--- config.mk ---
export PLATFORM = sky130hd
export DESIGN_NAME = decoder2to4_strobe
export DESIGN_NICKNAME = d
export VERILOG_FILES = /design/src/rtl/decoder_pkg.sv /design/src/rtl/onehot_dec2to4.sv /design/src/rtl/decoder2to4_strobe.sv
export SDC_FILE = /design/constraint.sdc
export NUM_CORES = 1
export LEC_CHECK = 0
export CELL_PAD_IN_SITES_DETAIL_PLACEMENT = 0
export CELL_PAD_IN_SITES_GLOBAL_PLACEMENT = 2
export CORE_ASPECT_RATIO = 1.2
export CORE_UTILIZATION = 37
export CTS_BUF_LIST = sky130_fd_sc_hd__clkbuf_4 sky130_fd_sc_hd__clkbuf_8 sky130_fd_sc_hd__clkbuf_16
export CTS_CLUSTER_SIZE = 20
export DETAILED_ROUTE_END_ITERATION = 10
export DONT_BUFFER_PORTS = 1
export GPL_TIMING_DRIVEN = 0
export PLACE_DENSITY = 0.85
export SYNTH_ARGS = -nofsm -noshare
export SYNTH_HDL_FRONTEND = slang
export SYNTH_SLANG_ARGS = --single-unit
export TNS_END_PERCENT = 50
--- constraint.sdc ---
create_clock -name clk -period 3.3 [get_ports clk]
set_input_delay 0.33 -clock clk [delete_from_list [all_inputs] [get_ports clk]]
set_output_delay 0.33 -clock clk [all_outputs]
set_load 0.02 [all_outputs]
--- src/rtl/decoder_pkg.sv ---
// Shared types and widths for the 2-to-4 strobe decoder.
// Imported by the top module and the one-hot sub-module.
package decoder_pkg;

    localparam int DEC_CNT_W  = 8;
    localparam int DEC_CODE_W = 2;

    typedef enum logic [1:0] {
        IDLE,
        PULSE,
        GAP
    } dec_state_t;

endpackage

--- src/rtl/onehot_dec2to4.sv ---
// Pure combinational 2-bit code to 4-bit one-hot decode.
// Used on the latched code so out never sees in_code directly.
module onehot_dec2to4
    import decoder_pkg::*;
(
    input  logic [DEC_CODE_W-1:0] code,
    output logic [3:0]            onehot
);

    // one line per code, exactly one bit set
    always_comb begin
        onehot = 4'b0000;
        unique case (code)
            2'd0: onehot = 4'b0001;
            2'd1: onehot = 4'b0010;
            2'd2: onehot = 4'b0100;
            2'd3: onehot = 4'b1000;
            default: onehot = 4'b0000;
        endcase
    end

endmodule

--- src/rtl/decoder2to4_strobe.sv ---
// Timed one-hot strobe generator: IDLE -> PULSE -> GAP FSM.
// Optional completed-pulse counter out_count under DECODER_COUNT_EN.
module decoder2to4_strobe
    import decoder_pkg::*;
#(
    parameter int PULSE_LEN = 4,
    parameter int GAP_LEN   = 1
)(
    input  logic                  clk,
    input  logic                  rst_n,
    input  logic                  in_valid,
    output logic                  in_ready,
    input  logic [DEC_CODE_W-1:0] in_code,
    output logic [3:0]            out,
    output logic                  out_valid,
    output logic                  busy
`ifdef DECODER_COUNT_EN
    ,
    output logic [DEC_CNT_W-1:0]  out_count
`endif
);

    if (PULSE_LEN < 1 || PULSE_LEN > 255) begin : g_bad_pulse
        $fatal(1, "PULSE_LEN out of range 1..255");
    end
    if (GAP_LEN < 0 || GAP_LEN > 255) begin : g_bad_gap
        $fatal(1, "GAP_LEN out of range 0..255");
    end

    localparam logic [DEC_CNT_W-1:0] PULSE_LOAD =
        DEC_CNT_W'(PULSE_LEN - 1);
    localparam logic [DEC_CNT_W-1:0] GAP_LOAD =
        DEC_CNT_W'((GAP_LEN > 0) ? GAP_LEN - 1 : 0);
    localparam bit HAS_GAP = (GAP_LEN > 0);

    dec_state_t            state;
    logic [DEC_CNT_W-1:0]  cnt;
    logic [DEC_CODE_W-1:0] code_q;
    logic [3:0]            dec;

    onehot_dec2to4 u_dec (
        .code   (code_q),
        .onehot (dec)
    );

    // accept only when idle; readiness never looks at in_valid
    assign in_ready = (state == IDLE);

    // the strobe lines follow the latched code while out_valid is set
    always_comb begin
        out = 4'b0000;
        if (out_valid) begin
            out = dec;
        end
    end

    // FSM, shared down-counter and registered status flags
    always_ff @(posedge clk) begin
        if (!rst_n) begin
            state     <= IDLE;
            cnt       <= '0;
            code_q    <= '0;
            out_valid <= 1'b0;
            busy      <= 1'b0;
        end else begin
            unique case (state)
                IDLE: begin
                    if (in_valid) begin
                        code_q    <= in_code;
                        cnt       <= PULSE_LOAD;
                        state     <= PULSE;
                        out_valid <= 1'b1;
                        busy      <= 1'b1;
                    end
                end
                PULSE: begin
                    if (cnt == '0) begin
                        out_valid <= 1'b0;
                        if (HAS_GAP) begin
                            state <= GAP;
                            cnt   <= GAP_LOAD;
                        end else begin
                            state <= IDLE;
                            busy  <= 1'b0;
                        end
                    end else begin
                        cnt <= cnt - 1'b1;
                    end
                end
                GAP: begin
                    if (cnt == '0) begin
                        state <= IDLE;
                        busy  <= 1'b0;
                    end else begin
                        cnt <= cnt - 1'b1;
                    end
                end
                default: begin
                    state     <= IDLE;
                    cnt       <= '0;
                    out_valid <= 1'b0;
                    busy      <= 1'b0;
                end
            endcase
        end
    end

`ifdef DECODER_COUNT_EN
    // count each pulse on the edge that leaves PULSE, wrapping at 255
    always_ff @(posedge clk) begin
        if (!rst_n) begin
            out_count <= '0;
        end else if (state == PULSE && cnt == '0) begin
            out_count <= out_count + 1'b1;
        end
    end
`endif

endmodule

==> results list, run 1 <==
* Final core area utilization: 0.434
- Min Clock Period, post-route: 1920 ps
- Leading cell types by count after synthesis: 15 x sky130_fd_sc_hd__a21oi_1, 14 x sky130_fd_sc_hd__dfxtp_1, 7 x sky130_fd_sc_hd__nand2_1
* Clock tree buffer depth: 2
- Summing every instance area after synthesis gives roughly 760 sq um.
* Detailed Route Iter0 Violations: 7
- The setup check on the worst reg-to-reg path leaves a slack of approximately 1400 ps.
- Fraction of the yosys area taken by sequential cells: 0.368
- The share of total power dissipated in the clock network is 0.145.
* Dominant combinational cell family by area after synthesis: simple AND/OR/NAND/NOR gates
- The number of global-route vias before repair is 595.
- Crit Path Class: flip-flop to flip-flop
- Measured against the total synthesized area, the mux share comes to 0.
- Hold violation count in the final report: 0
* Buffers inserted during post-CTS setup optimization: 0
* Bufs and invs on worst path: 0
- Of the total synthesized cell area, the portion taken by full adders, half adders and majority gates is 0.0329.
* Post-placement cell area: between 700 and 800 sq um
* Total leakage power: between 0.3 and 0.4 nW
- Number of max-slew violations in the final report: 0
- Worst Max-Slew Pin Slew: approximately 720 ps
- Proportion of layout cells with a drive suffix above 1: 0.104
- Clock latency of the later-clocked register in the worst-skew pair: 280 ps
* Crit. End Element: flip-flop
- Root Buffer: sky130_fd_sc_hd__clkbuf_4
- Synthesis produced a netlist whose cell count is 92.
- Max Fclk: approximately 0.52 GHz
* Worst path cell trace: nor4_1 > a21oi_1 > o21ai_1 > o22ai_1
* Final RePlAce weighted congestion: ~0.80
* Signed area change from the synthesized netlist to the final layout: 7.89%
- Fill cells in the final layout number 202.
- Counting flops with a built-in enable in the synthesized netlist gives 0.
* Peak supply drop: roughly 360 uV
* Initial cell density of the core: 0.402
- Of the total synthesized cell area, the portion taken by AND, OR, NAND and NOR gates is 0.285.
* Final-report setup violation count: 0
- Count of vias placed by the detailed router: a little under 700
- Placed instance count: between 100 and 150
- Internal power summed over all cells: approximately 470 uW
* Family with the most delay on the worst path: compound AO/OA/AOI/OAI gates
- In the routed layout, each cell is associated on average with a via count of a little under 6.
* Remaining global-route overflow: 0
* Combinational Power Share: 0.508
- The first global-routing pass estimated between 2000 and 3000 um of wire.
* Layout net count: 104
- The tool flagged a number of max-cap violations equal to 0.
- Setup TNS: 0 ps
- Post-synthesis compound-gate area fraction: 0.263
* Worst-case clock skew: ~6.3 ps
* Max_slew headroom: 0.513
- Number of placed I/O pins: 12
- Number of input and output port buffers inserted: 0
- Counting every net in the synthesized netlist gives 99.
- The worst hold path belongs to the class input port to flip-flop.
* H-tree levels: 1
- Hold repair after CTS inserted 0 buffers.
- Predominant post-synthesis flop cell: sky130_fd_sc_hd__dfxtp_1
- After detailed routing, the number of remaining DRC violations is 0.
* Global-route usage over all layers: 0.157
- sky130_fd_sc_hd__dfxtp_1 takes more of the synthesized area than any other cell.
* Diodes inserted: 0
- Die Area: ~2200 sq um
- STA classifies the critical path startpoint as a flip-flop.
- Counting flops with an async set or reset pin after synthesis yields a share of 0.
- The first detailed-routing pass took 4 iterations.
- TritonCTS built the clock tree.
- Yosys cell types: 33
* Switching Share: 0.455
* Critical path peak fanout: 8
- Share of the synthesized netlist area taken by xor and xnor gates: 0.0115
- By area the synthesized netlist is led by sky130_fd_sc_hd__dfxtp_1 37%, sky130_fd_sc_hd__a21oi_1 9.9%, sky130_fd_sc_hd__nand2_1 3.5%.
* Floorplan core area: approximately 1900 sq um
- Die width: roughly 43 um
- Of the available clock period, the critical path in the final layout requires 0.582.
- Total Routed Length: 1570 um
- Setup repair after global routing left no endpoint under its margin.
* Critical Path Max Stage Delay: roughly 680 ps
- Final design instance area without fill: 821 sq um
* Most common cell in the synthesized netlist: sky130_fd_sc_hd__a21oi_1
- Entering global routing, the biggest net connects 11 pins.
- The clock net in this run drives a total of 14 sinks.
* Sequential group share of total power: 0.347
- Wire per inst: around 14 um
- Worst endpoint required time: 3450 ps
- Cell area power density: approximately 1100 nW/um^2
* Post-CTS resize count: 0
* Die height: 51.7 um
- Initial antenna violation count: 0
* Number of placement rows: 17
- The slowest stage of the critical path is the sky130_fd_sc_hd__nor4_1 cell.
* Sum of net half-perimeters after detailed placement: 1170 um
- Synthesis inferred 14 register bits.
- The run finished with clean final reports.
- Clock-pin slew was measured on the worst setup and hold paths at around 90 ps.
- Filler-free cell count of the finished design: approximately 120
- Area fraction of the dominant cell type after synthesis: 0.368
- Average cell area after synthesis: slightly above 8 sq um
- Sw power: 395 uW
- The count of nets left with antenna violations once routing finished came out at 0.
- Arrival @ worst endpoint: a little over 2000 ps
* Cts bufs inserted: 3
* YS warnings: 0
-- sequential cells by signal, summed over array words and instances (netlist names) --
register,cells
code_q,2
busy,1
cnt,8
out_valid,1
state,2
-- power groups by stage --
| stage | logic (mW) | registers [mW] | clock network [mW] |
|---|---|---|---|
| after CTS | 0.447 | 0.301 | 0.131 |
| after global placement | 0.436 | 0.305 | 0 |
| after floorplan | 0.374 | 0.289 | 0 |
| final | 0.442 | 0.302 | 0.126 |
| after global routing | 0.494 | 0.314 | 0.136 |
| after detailed placement | 0.445 | 0.306 | 0 |
-- path summary, 6_finish.rpt --
kind | from | to | depth (start not counted)
worst max-delay path | cnt[3]$_SDFFE_PN0P_ | out_valid$_SDFFE_PN0P_ | 4
worst min-delay path | rst_n | cnt[1]$_SDFFE_PN0P_ | 1
worst max register to register | cnt[3]$_SDFFE_PN0P_ | out_valid$_SDFFE_PN0P_ | 4
worst min register to register | cnt[7]$_SDFFE_PN0P_ | cnt[7]$_SDFFE_PN0P_ | 2
-- area by class of cell --
class / count / area, sq um / share of cell area
Multi-Input combinational cell: 71 / 450 / 0.549
Sequential cell: 14 / 280 / 0.341
Clock buffer: 4 / 36.3 / 0.0442
Tap cell: 19 / 23.8 / 0.0290
Inverter: 5 / 18.8 / 0.0229
Buffer: 2 / 11.3 / 0.0137
-- kinds of logic (layout without fill, tap and decap cells) --
| logic type | count (synthesis) | in the layout |
|---|---|---|
| AND/OR/NAND/NOR | 37 | 37 |
| AO/OA/AOI/OAI | 31 | 31 |
| flip-flops | 14 | 14 |
| buffers and inverters | 7 | 11 |
| XOR/XNOR | 1 | 1 |
| adder cells (fa/ha/maj) | 2 | 2 |
-- per-stage QoR --
| stage | power (mW) | hold slack (ps) | worst slack [ps] |
|---|---|---|---|
| 5_1_grt | 0.945 | 150 | 1180 |
| 2_1_floorplan | 0.662 | 448 | 1620 |
| 4_1_cts | 0.879 | 152 | 1360 |
| 3_3_place_gp | 0.741 | 450 | 1380 |
| 6_report | 0.870 | 159 | 1380 |
| 3_5_place_dp | 0.751 | 457 | 1390 |
-- worst register-to-register path, cell delays in order (launching register included) --
cell                      delay [ps]
sky130_fd_sc_hd__dfxtp_1         380
sky130_fd_sc_hd__nor4_1          680
sky130_fd_sc_hd__a21oi_1         130
sky130_fd_sc_hd__o21ai_1         470
sky130_fd_sc_hd__o22ai_1         140
-- cell usage in the layout (no fill, tap or decap), drive strengths merged --
master,n
nor2b,1
or4,4
or3,3
or4b,1
o21ai,6
o41ai,1
or2b,1
nand2,7
and3,1
clkbuf,5
inv,5
o31ai,2
a2111oi,1
nor3,3
o22ai,1
dfxtp,14
a211oi,1
nor4,1
o21a,2
nor3b,2
ha,2
xor2,1
or3b,1
a21oi,15
o211ai,1
nand3,5
o311ai,1
nor2,6
nand2b,1
buf,1
-- metal layers --
layer  global-route usage  part of all wire  vias to the layer above  wire length (um)
met1                0.206              0.48                      311               755
met3               0.0278             0.041                        2                64
li1                     -                 -                      352                 -
met5                    0                 0                        -                 0
met2                0.247              0.47                       14               737
met4               0.0781            0.0064                        0                10
Power figures use the tool's default switching activity.
==> run 2: changes to the inputs <==
ABC_AREA = 1   (was not set)
CORE_UTILIZATION = 33   (was 37)
PLACE_DENSITY = 0.82   (was 0.85)
clock period = 1.9 ns   (was 3.3 ns; I/O delays follow)
==> run 2 against run 1 <==
Against the previous run:
- hold slack worse by 120 ps
- synthesized cell count is 35% higher
- non-clock buffer count is 2 lower
- register-to-register slack worse by 930 ps
- combinational power is 38% higher
- critical path depth is 2 lower
- core utilization is 4.1 points lower
- sequential cell count stayed put
- routed wire length is 8.9% higher
- first-iteration DRC count is 110% higher
- critical endpoint is now out[0]
==> results list, run 2 <==
- Combined area of all synthesized cells: 850 sq um (+12%)
- The data arrival time of the critical path was 1410 ps (-660 ps).
- Setup repair after global routing missed its margin: no
- The root buffer cell chosen for the clock tree is sky130_fd_sc_hd__clkbuf_4.
- Max_slew headroom: 0.559 (+0.0465)
- The die boundary height came to 57.6 um (+11%).
- Net Count, Synth: 131 (+32%)
- The accumulated negative setup slack was 0 ps (unchanged).
* Leading cell types by count after synthesis: 27 x sky130_fd_sc_hd__nand2_1, 16 x sky130_fd_sc_hd__inv_1, 14 x sky130_fd_sc_hd__dfxtp_1
* Final core area utilization: 0.393 (-0.0407)
* CP endpoint: out[0]
* Die Area: 2780 sq um (+24%)
* Proportion of layout cells with a drive suffix above 1: 0.242 (+0.138)
- The power per cell area came to 1360 nW/um^2 (+28%).
* Worst endpoint required time: 1710 ps (-1740 ps)
- The critical path goes through inv_1 > nor3_1.
- Leading post-synthesis cells by cell area: sky130_fd_sc_hd__dfxtp_1 33%, sky130_fd_sc_hd__nand2_1 12%, sky130_fd_sc_hd__inv_1 7.1%
* Arithmetic-cell share of the synthesized area counting full adders, half adders and majority gates: 0.0295 (-0.00344)
- Yosys cell types: 23 (-30%)
* Initial cell density of the core: 0.361 (-0.0409)
- The DRC marker count from the first detailed-route iteration came to 15 (+8).
- Number of placed I/O pins: 12 (unchanged)
- The sum of overflow across all layers after global routing came to 0 (unchanged).
- The count of placed standard cells including taps is 155 (+40%).
- Synthesis-stage register bit count: 14 (unchanged)
- Crit Path Class: flip-flop to output pin
- Fraction of synthesized area in multiplexers: 0 (unchanged)
- Path length in cells of the critical path: 2 (-2)
* Count of flip-flops with a built-in enable after synthesis: 0 (unchanged)
* Wire per inst: 10.7 um (-21%)
- Overall power of the completed layout: 1.26 mW (+44%)
- The most common cell in the synthesized netlist is sky130_fd_sc_hd__nand2_1.
* Crit. End Element: output pin
- Worst Max-Slew Pin Slew: 656 ps (-68.1 ps)
* Count of vias placed by the detailed router: 743 (+9.4%)
- The count of filler cells inserted in the layout is 261 (+29%).
- Predominant post-synthesis flop cell: sky130_fd_sc_hd__dfxtp_1
- The fraction of registers with async set/reset came to 0 (unchanged).
* Family with the most delay on the worst path: simple AND/OR/NAND/NOR gates
* Max reg flops: 8 (unchanged)
* Fraction of the yosys area taken by sequential cells: 0.330 (-0.0385)
- The count of buffers added by post-CTS timing repair for setup was 0 (unchanged).
* H-tree levels: 1 (unchanged)
* Layout net count: 136 (+31%)
* Hold violation count in the final report: 0 (unchanged)
* Top reg by flops: cnt
- Number of global-route vias before repair: 721 (+21%)
* Dominant combinational cell family by area after synthesis: simple AND/OR/NAND/NOR gates
- Filler-free cell count of the finished design: 159 (+38%)
* Post-CTS resize count: 0 (unchanged)
- Average cell area after synthesis: 6.85 sq um (-17%)
- In this run the critical register-to-register path is captured at cnt[2]$_SDFFE_PN0P_.
* Regs by FF count: cnt: 8 flops, code_q: 2 flops, state: 2 flops
* Iteration count of the initial detailed-routing pass: 4 (unchanged)
* Most common library cell in the layout ignoring fill and taps: sky130_fd_sc_hd__nand2_1
- The area of all placed cells without fillers came to 925 sq um (+13%).
- The total routing resource utilization after global routing was 0.139 (-0.0189).
* Number of max-slew violations in the final report: 0 (unchanged)
* R2R setup slack: 450 ps (-930 ps)
- Number of placement rows: 19 (+2)
- The chip width came to 48.3 um (+11%).
* Synthesized instance count: 124 (+35%)
- Clock latency of the later-clocked register in the worst-skew pair: 290 ps (about the same)
- Sum of net half-perimeters after detailed placement: 1340 um (+15%)
- The number of maximum-capacitance constraint violations was 0 (unchanged).
* Worst Min Path Start: rst_n
* Peak supply drop: 614 uV (+71%)
* Hold Buf Count CTS: 0 (unchanged)
- Critical Path Max Stage Delay: 530 ps (-150 ps)
* Total Routed Length: 1710 um (+8.9%)
- Bufs and invs on worst path: 1 (+1)
* YS warnings: 0 (unchanged)
* Diodes inserted: 0 (unchanged)
- Critical path peak fanout: 5 (-3)
* Signed area change from the synthesized netlist to the final layout: 8.84%
- Worst-case clock skew: 1.16 ps (-5.18 ps)
* Final RePlAce weighted congestion: 0.812 (+2.1%)
- Total leakage power: 0.436 nW (+43%)
- The first-pass GRT wire length was 2880 um (+9.7%).
- Number of input and output port buffers inserted: 0 (unchanged)
- # DRC: 0 (unchanged)
- The post-route antenna net violation count is 0 (unchanged).
- Start of the worst register-to-register path: cnt[0]$_SDFFE_PN0P_
* Type of the tightest min-delay check: input port to flip-flop
* TritonCTS clock tree: done
- The routed via count divided by cell count is 4.67 (-21%).
* Initial antenna violation count: 0 (unchanged)
- The number of setup violations in the final report is 0 (unchanged).
- The maximum number of pins on one net before global-route repair was 9 (-2).
- Derived from the worst setup path, the maximum achievable clock frequency is 0.625 GHz.
* Result of the run: complete, no violations
- Commonest non-fill, non-tap cells in the layout: 27 x sky130_fd_sc_hd__nand2_1, 16 x sky130_fd_sc_hd__inv_1, 14 x sky130_fd_sc_hd__dfxtp_1
* Worst Setup Start Kind: flip-flop
- Of the available clock period, the critical path in the final layout requires 0.843.
* Floorplan core area: 2350 sq um (+24%)
- Slowest stage cell, crit path: sky130_fd_sc_hd__nor3_1
* CTS sink cnt: 14 (unchanged)
- The biggest area contributor in the post-synthesis netlist is sky130_fd_sc_hd__dfxtp_1.
- Area fraction of the dominant cell type after synthesis: 0.330 (-0.0385)
* Share of the synthesized netlist area taken by xor and xnor gates: 0 (-0.0115)
* Register-to-Register Path Depth: 11 (+7)
- Cts bufs inserted: 3 (unchanged)
- Clock tree buffer depth: 2 (unchanged)
* Post-synthesis simple-gate area fraction: 0.448 (+0.163)
* Min Clock Period, post-route: ~1600 ps
- Launching instance or port of the critical path: out_valid$_SDFFE_PN0P_
- Reg clk slew, reported paths: 90 ps (about the same)
- Post-placement cell area: 888 sq um (+13%)
- The compound-gate portion of the synthesized area came to 0.0825 (-0.181).
==> run 2: cell count changes in the layout (fill, tap and decap cells not counted), moves of 3 or more <==
| cell | change |
|---|---|
| sky130_fd_sc_hd__a21oi_1 | -7 |
| sky130_fd_sc_hd__inv_1 | +11 |
| sky130_fd_sc_hd__inv_2 | +6 |
| sky130_fd_sc_hd__nand2_1 | +20 |
| sky130_fd_sc_hd__nand2_2 | +3 |
| sky130_fd_sc_hd__nand2_4 | +4 |
| sky130_fd_sc_hd__nand3_1 | +4 |
| sky130_fd_sc_hd__nor2_1 | +3 |
| sky130_fd_sc_hd__nor2_2 | +7 |
| sky130_fd_sc_hd__o21ai_0 | -3 |
| sky130_fd_sc_hd__or3_1 | -3 |
==> run 2: where the power goes <==
group          switching [mW]  total (mW)  internal (mW)
Combinational           0.406       0.612          0.205
Sequential             0.0640       0.419          0.355
Clock                   0.109       0.226          0.117
==> run 2: metrics by stage <==
| stage | worst slack, ps | hold slack, ps |
|---|---|---|
| 2_1_floorplan | 606 | 328 |
| 3_3_place_gp | 470 | 337 |
| 3_5_place_dp | 465 | 341 |
| 4_1_cts | 292 | 28.8 |
| 5_1_grt | 208 | 17.5 |
| 6_report | 299 | 35.3 |
==> run 2: layout make-up <==
cell class	instances	area, sq um	area share
flip-flops and latches	14	280	0.303
inverters	24	93.8	0.101
multi-input cells	86	475	0.514
well taps	31	38.8	0.0419
clock buffers	4	36.3	0.0392
==> run 2: how the worst min path moves through the flow <==
stage / end / slack, ps / depth (start not counted)
floorplan: code_q[0]$_SDFFE_PN0P_ / 330 / 2
global placement: code_q[0]$_SDFFE_PN0P_ / 340 / 2
detailed placement: code_q[0]$_SDFFE_PN0P_ / 340 / 2
CTS: code_q[0]$_SDFFE_PN0P_ / 30 / 2
global route: code_q[0]$_SDFFE_PN0P_ / 20 / 2
finish: code_q[0]$_SDFFE_PN0P_ / 40 / 2
==> run 2: layer usage <==
metal | share of wire | global-route usage | vias to the layer above
met5 | 0 | 0 | -
met4 | 0.022 | 0.0882 | 0
met3 | 0.027 | 0.0160 | 5
met2 | 0.51 | 0.264 | 16
met1 | 0.44 | 0.144 | 325
li1 | - | - | 397
==> run 2: kinds of logic (layout without fill, tap and decap cells) <==
family / Yosys count / count (layout)
adder cells (fa/ha/maj): 2 / 2
AO/OA/AOI/OAI: 13 / 13
AND/OR/NAND/NOR: 71 / 71
buffers and inverters: 24 / 28
flip-flops: 14 / 14
==> run 3: changes to the inputs <==
CORE_UTILIZATION = 30   (was 33)
PLACE_DENSITY = 0.79   (was 0.82)
clock period = 1.3 ns   (was 1.9 ns; I/O delays follow)
==> run 3 against run 2 <==
Against the previous run:
- via count up 12%
- clock power grew 46%
- combinational power increased by 130%
- cell area increased by 29%
- largest cell class unchanged
==> results list, run 3 (synthesized netlist as in run 2, its figures left out) <==
- Clock latency of the later-clocked register in the worst-skew pair: 290 ps (about the same)
- Switching Share: 0.462 (+0.00119)
- Cts bufs inserted: 3 (unchanged)
* Detail-routed via count per cell: 4.82 (+3.0%)
- The share of power burned in the clock network is 0.139 (-0.041).
* Number of global-route vias before repair: 774 (+7.4%)
* Bufs and invs on worst path: 2 (+1)
- The reg-to-reg setup timing slack was 1 ps (-450 ps).
* Top reg by flops: cnt
- Crit. End Element: flip-flop
- The worst setup path is of the flip-flop to flip-flop kind.
- The number of iterations in the first detailed-routing pass came to 4 (unchanged).
* CTS sink cnt: 14 (unchanged)
- Critical Path Max Stage Delay: 340 ps (-190 ps)
- Start of the worst register-to-register path: cnt[0]$_SDFFE_PN0P_
* Capture point of the worst reg-to-reg path: cnt[7]$_SDFFE_PN0P_
* Layout net count: 148 (+8.8%)
- The wire length per cell after detailed routing is 12.3 um (+14%).
- Max-cap viol count: 0 (unchanged)
- Count of vias placed by the detailed router: 833 (+12%)
- TritonCTS clock tree: done
- The initial antenna violation count came to 0 (unchanged).
- The detailed-route wire length is 2130 um (+24%).
* Fraction of the cycle the final worst path needs: 0.999
* Number of cells on the worst hold path: 2 (unchanged)
- Worst Min Path Start: in_code[0]
- The remaining routing DRC violations is 0 (unchanged).
- The maximum number of pins on one net before global-route repair is 9 (unchanged).
* Internal power summed over all cells: 1.28 mW (+89%)
* Post-placement cell area: 891 sq um (+0.28%)
- Counting I/O delays and the setup requirement, the final critical path takes about 1300 ps.
* Sequential group share of total power: 0.273 (-0.060)
- Type of the tightest min-delay check: input port to flip-flop
* Max reg flops: 8 (unchanged)
- Register-to-Register Path Depth: 11 (unchanged)
* Critical path peak fanout: 7 (+2)
- The fraction of layout instances using a drive strength above 1 is 0.514 (+0.272).
* Final design instance area without fill: 1200 sq um (+29%)
- The number of port buffers is 0 (unchanged).
- The post-route met1 wirelength came to 841 um (+12%).
- The post-detailed-placement half-perimeter wirelength came to 1420 um (+6.2%).
* Uppermost routed layer: met4
- Result of the run: complete, no violations
- Number of max-slew violations in the final report: 0 (unchanged)
* Cell area power density: 1990 nW/um^2 (+46%)
- The count of filler cells inserted in the layout was 274 (+5.0%).
- Sw power: 1.10 mW (+90%)
- The wire length on met3 is 68 um (+48%).
- The total routing resource utilization after global routing was 0.152 (+0.0134).
- The data arrival time of the critical path was 1490 ps (+80 ps).
* Remaining global-route overflow: 0 (unchanged)
- The signal on the critical path passes through inv_2 > ha_4 > nand3_4 > nor2_4 > nand2_4 > nand2_8 > inv_8 > nand2_1 > nand2_1 > nand2_1 > nor2_1.
* Global-route wire length before repair: 3300 um (+14%)
- The full die area was 3050 sq um (+9.6%).
- The met2 routed wirelength was 1180 um (+35%).
* Die height: 60.3 um (+4.7%)
- Slowest stage cell, crit path: sky130_fd_sc_hd__dfxtp_2
- The H-tree level count came to 1 (unchanged).
* Setup repair after global routing missed its margin: yes
* Worst endpoint required time: 1490 ps (-220 ps)
- Number of placement rows: 20 (+1)
- The static leakage came to 0.543 nW (+24%).
- Broken down by cell family, the worst path's largest delay share belongs to simple AND/OR/NAND/NOR gates.
- The worst-case headroom to the max-slew limit came to 0.782 (+0.222).
* Area occupied by multi-input gates: 632 sq um (+33%)
* Max Fclk: 0.770 GHz
- The path with the worst hold slack has its endpoint at code_q[0]$_SDFFE_PN0P_.
- Final core area utilization: 0.460 (+0.0667)
- The standard cell core area came to 2600 sq um (+11%).
- In the layout the commonest cells are 22 x sky130_fd_sc_hd__nand2_1, 11 x sky130_fd_sc_hd__inv_2, 11 x sky130_fd_sc_hd__inv_1.
* Detailed Route Iter0 Violations: 15 (unchanged)
* Worst-case clock skew: 5.92 ps (+4.76 ps)
- Number of placed I/O pins: 12 (unchanged)
* Hold violation count in the final report: 0 (unchanged)
- Critical path's most frequent cell: sky130_fd_sc_hd__nand2_1
* Root Buffer: sky130_fd_sc_hd__clkbuf_4
- The number of diodes came to 0 (unchanged).
- Most common library cell in the layout ignoring fill and taps: sky130_fd_sc_hd__nand2_1
- Clock tree buffer depth: 2 (unchanged)
- Reg clk slew, reported paths: 90 ps (about the same)
* Combinational Power Share: 0.587 (+0.100)
- Die width: 50.6 um (+4.7%)
* Storage element area: 292 sq um (+4.0%)
- STA classifies the critical path startpoint as a flip-flop.
- The number of setup violations in the final report came to 0 (unchanged).
* Signed area change from the synthesized netlist to the final layout: 40.8%
- Post-detailed-route count of antenna-violating nets: 0 (unchanged)
- The starting density of the core is 0.326 (-0.0345).
* Worst Max-Slew Pin Slew: 327 ps (-328 ps)
* Regs by FF count: cnt: 8 flops, code_q: 2 flops, state: 2 flops
* Peak supply drop: 925 uV (+51%)
- The placer congestion estimate is 0.780 (-4.0%).
==> run 3: area by class of cell <==
| cell class | count | area share |
|---|---|---|
| clock buffers | 4 | 0.0303 |
| multi-input cells | 86 | 0.528 |
| inverters | 24 | 0.0826 |
| well taps | 33 | 0.0345 |
| flip-flops and latches | 14 | 0.244 |
| repair buffers | 12 | 0.0805 |
==> run 3: metal layers <==
layer / GRT usage / vias up
li1: - / 426
met4: 0.0952 / 0
met1: 0.160 / 386
met5: 0 / -
met2: 0.274 / 17
met3: 0.0331 / 4
==> run 3: metrics by stage <==
step	power [mW]	cells	setup WS (ps)	setup TNS (ps)	hold slack, ps
floorplan	1.37	124	5.51	0	268
global placement	1.52	157	-142	-910	279
detailed placement	1.53	157	-155	-1000	277
CTS	2.14	170	2.03	0	33.4
global route	2.53	173	-63.8	-320	49.4
finish	2.38	173	1.37	0	45.2
==> run 3: power by group through the flow <==
stage,Sequential [mW],Combinational [mW],Clock [mW]
after CTS,0.640,1.16,0.338
after detailed placement,0.625,0.909,0
after global placement,0.622,0.896,0
after global routing,0.663,1.52,0.351
after floorplan,0.608,0.759,0
final,0.649,1.40,0.331
==> run 3: worst max path at each step <==
stage                        start             endpoint  slack, ps  cells past startpoint
3_3_place_gp   cnt[0]$_SDFFE_PN0P_  cnt[2]$_SDFFE_PN0P_       -140                     11
5_1_grt        cnt[0]$_SDFFE_PN0P_  cnt[2]$_SDFFE_PN0P_        -60                     11
3_5_place_dp   cnt[0]$_SDFFE_PN0P_  cnt[7]$_SDFFE_PN0P_       -150                     11
6_report       cnt[0]$_SDFFE_PN0P_  cnt[7]$_SDFFE_PN0P_          1                     11
2_1_floorplan  cnt[0]$_SDFFE_PN0P_  cnt[2]$_SDFFE_PN0P_          6                     11
4_1_cts        cnt[2]$_SDFFE_PN0P_  cnt[5]$_SDFFE_PN0P_          2                     10
==> run 3: timing repair <==
item | in CTS | in global routing
endpoints found under the setup margin | 15 | 12
resized for setup | 25 | 23
hold buffers | 1 | 0
gates cloned | 0 | 0
endpoints found under the hold margin | 3 | 0
buffers inserted | 8 | 3
pin swaps | 8 | 10
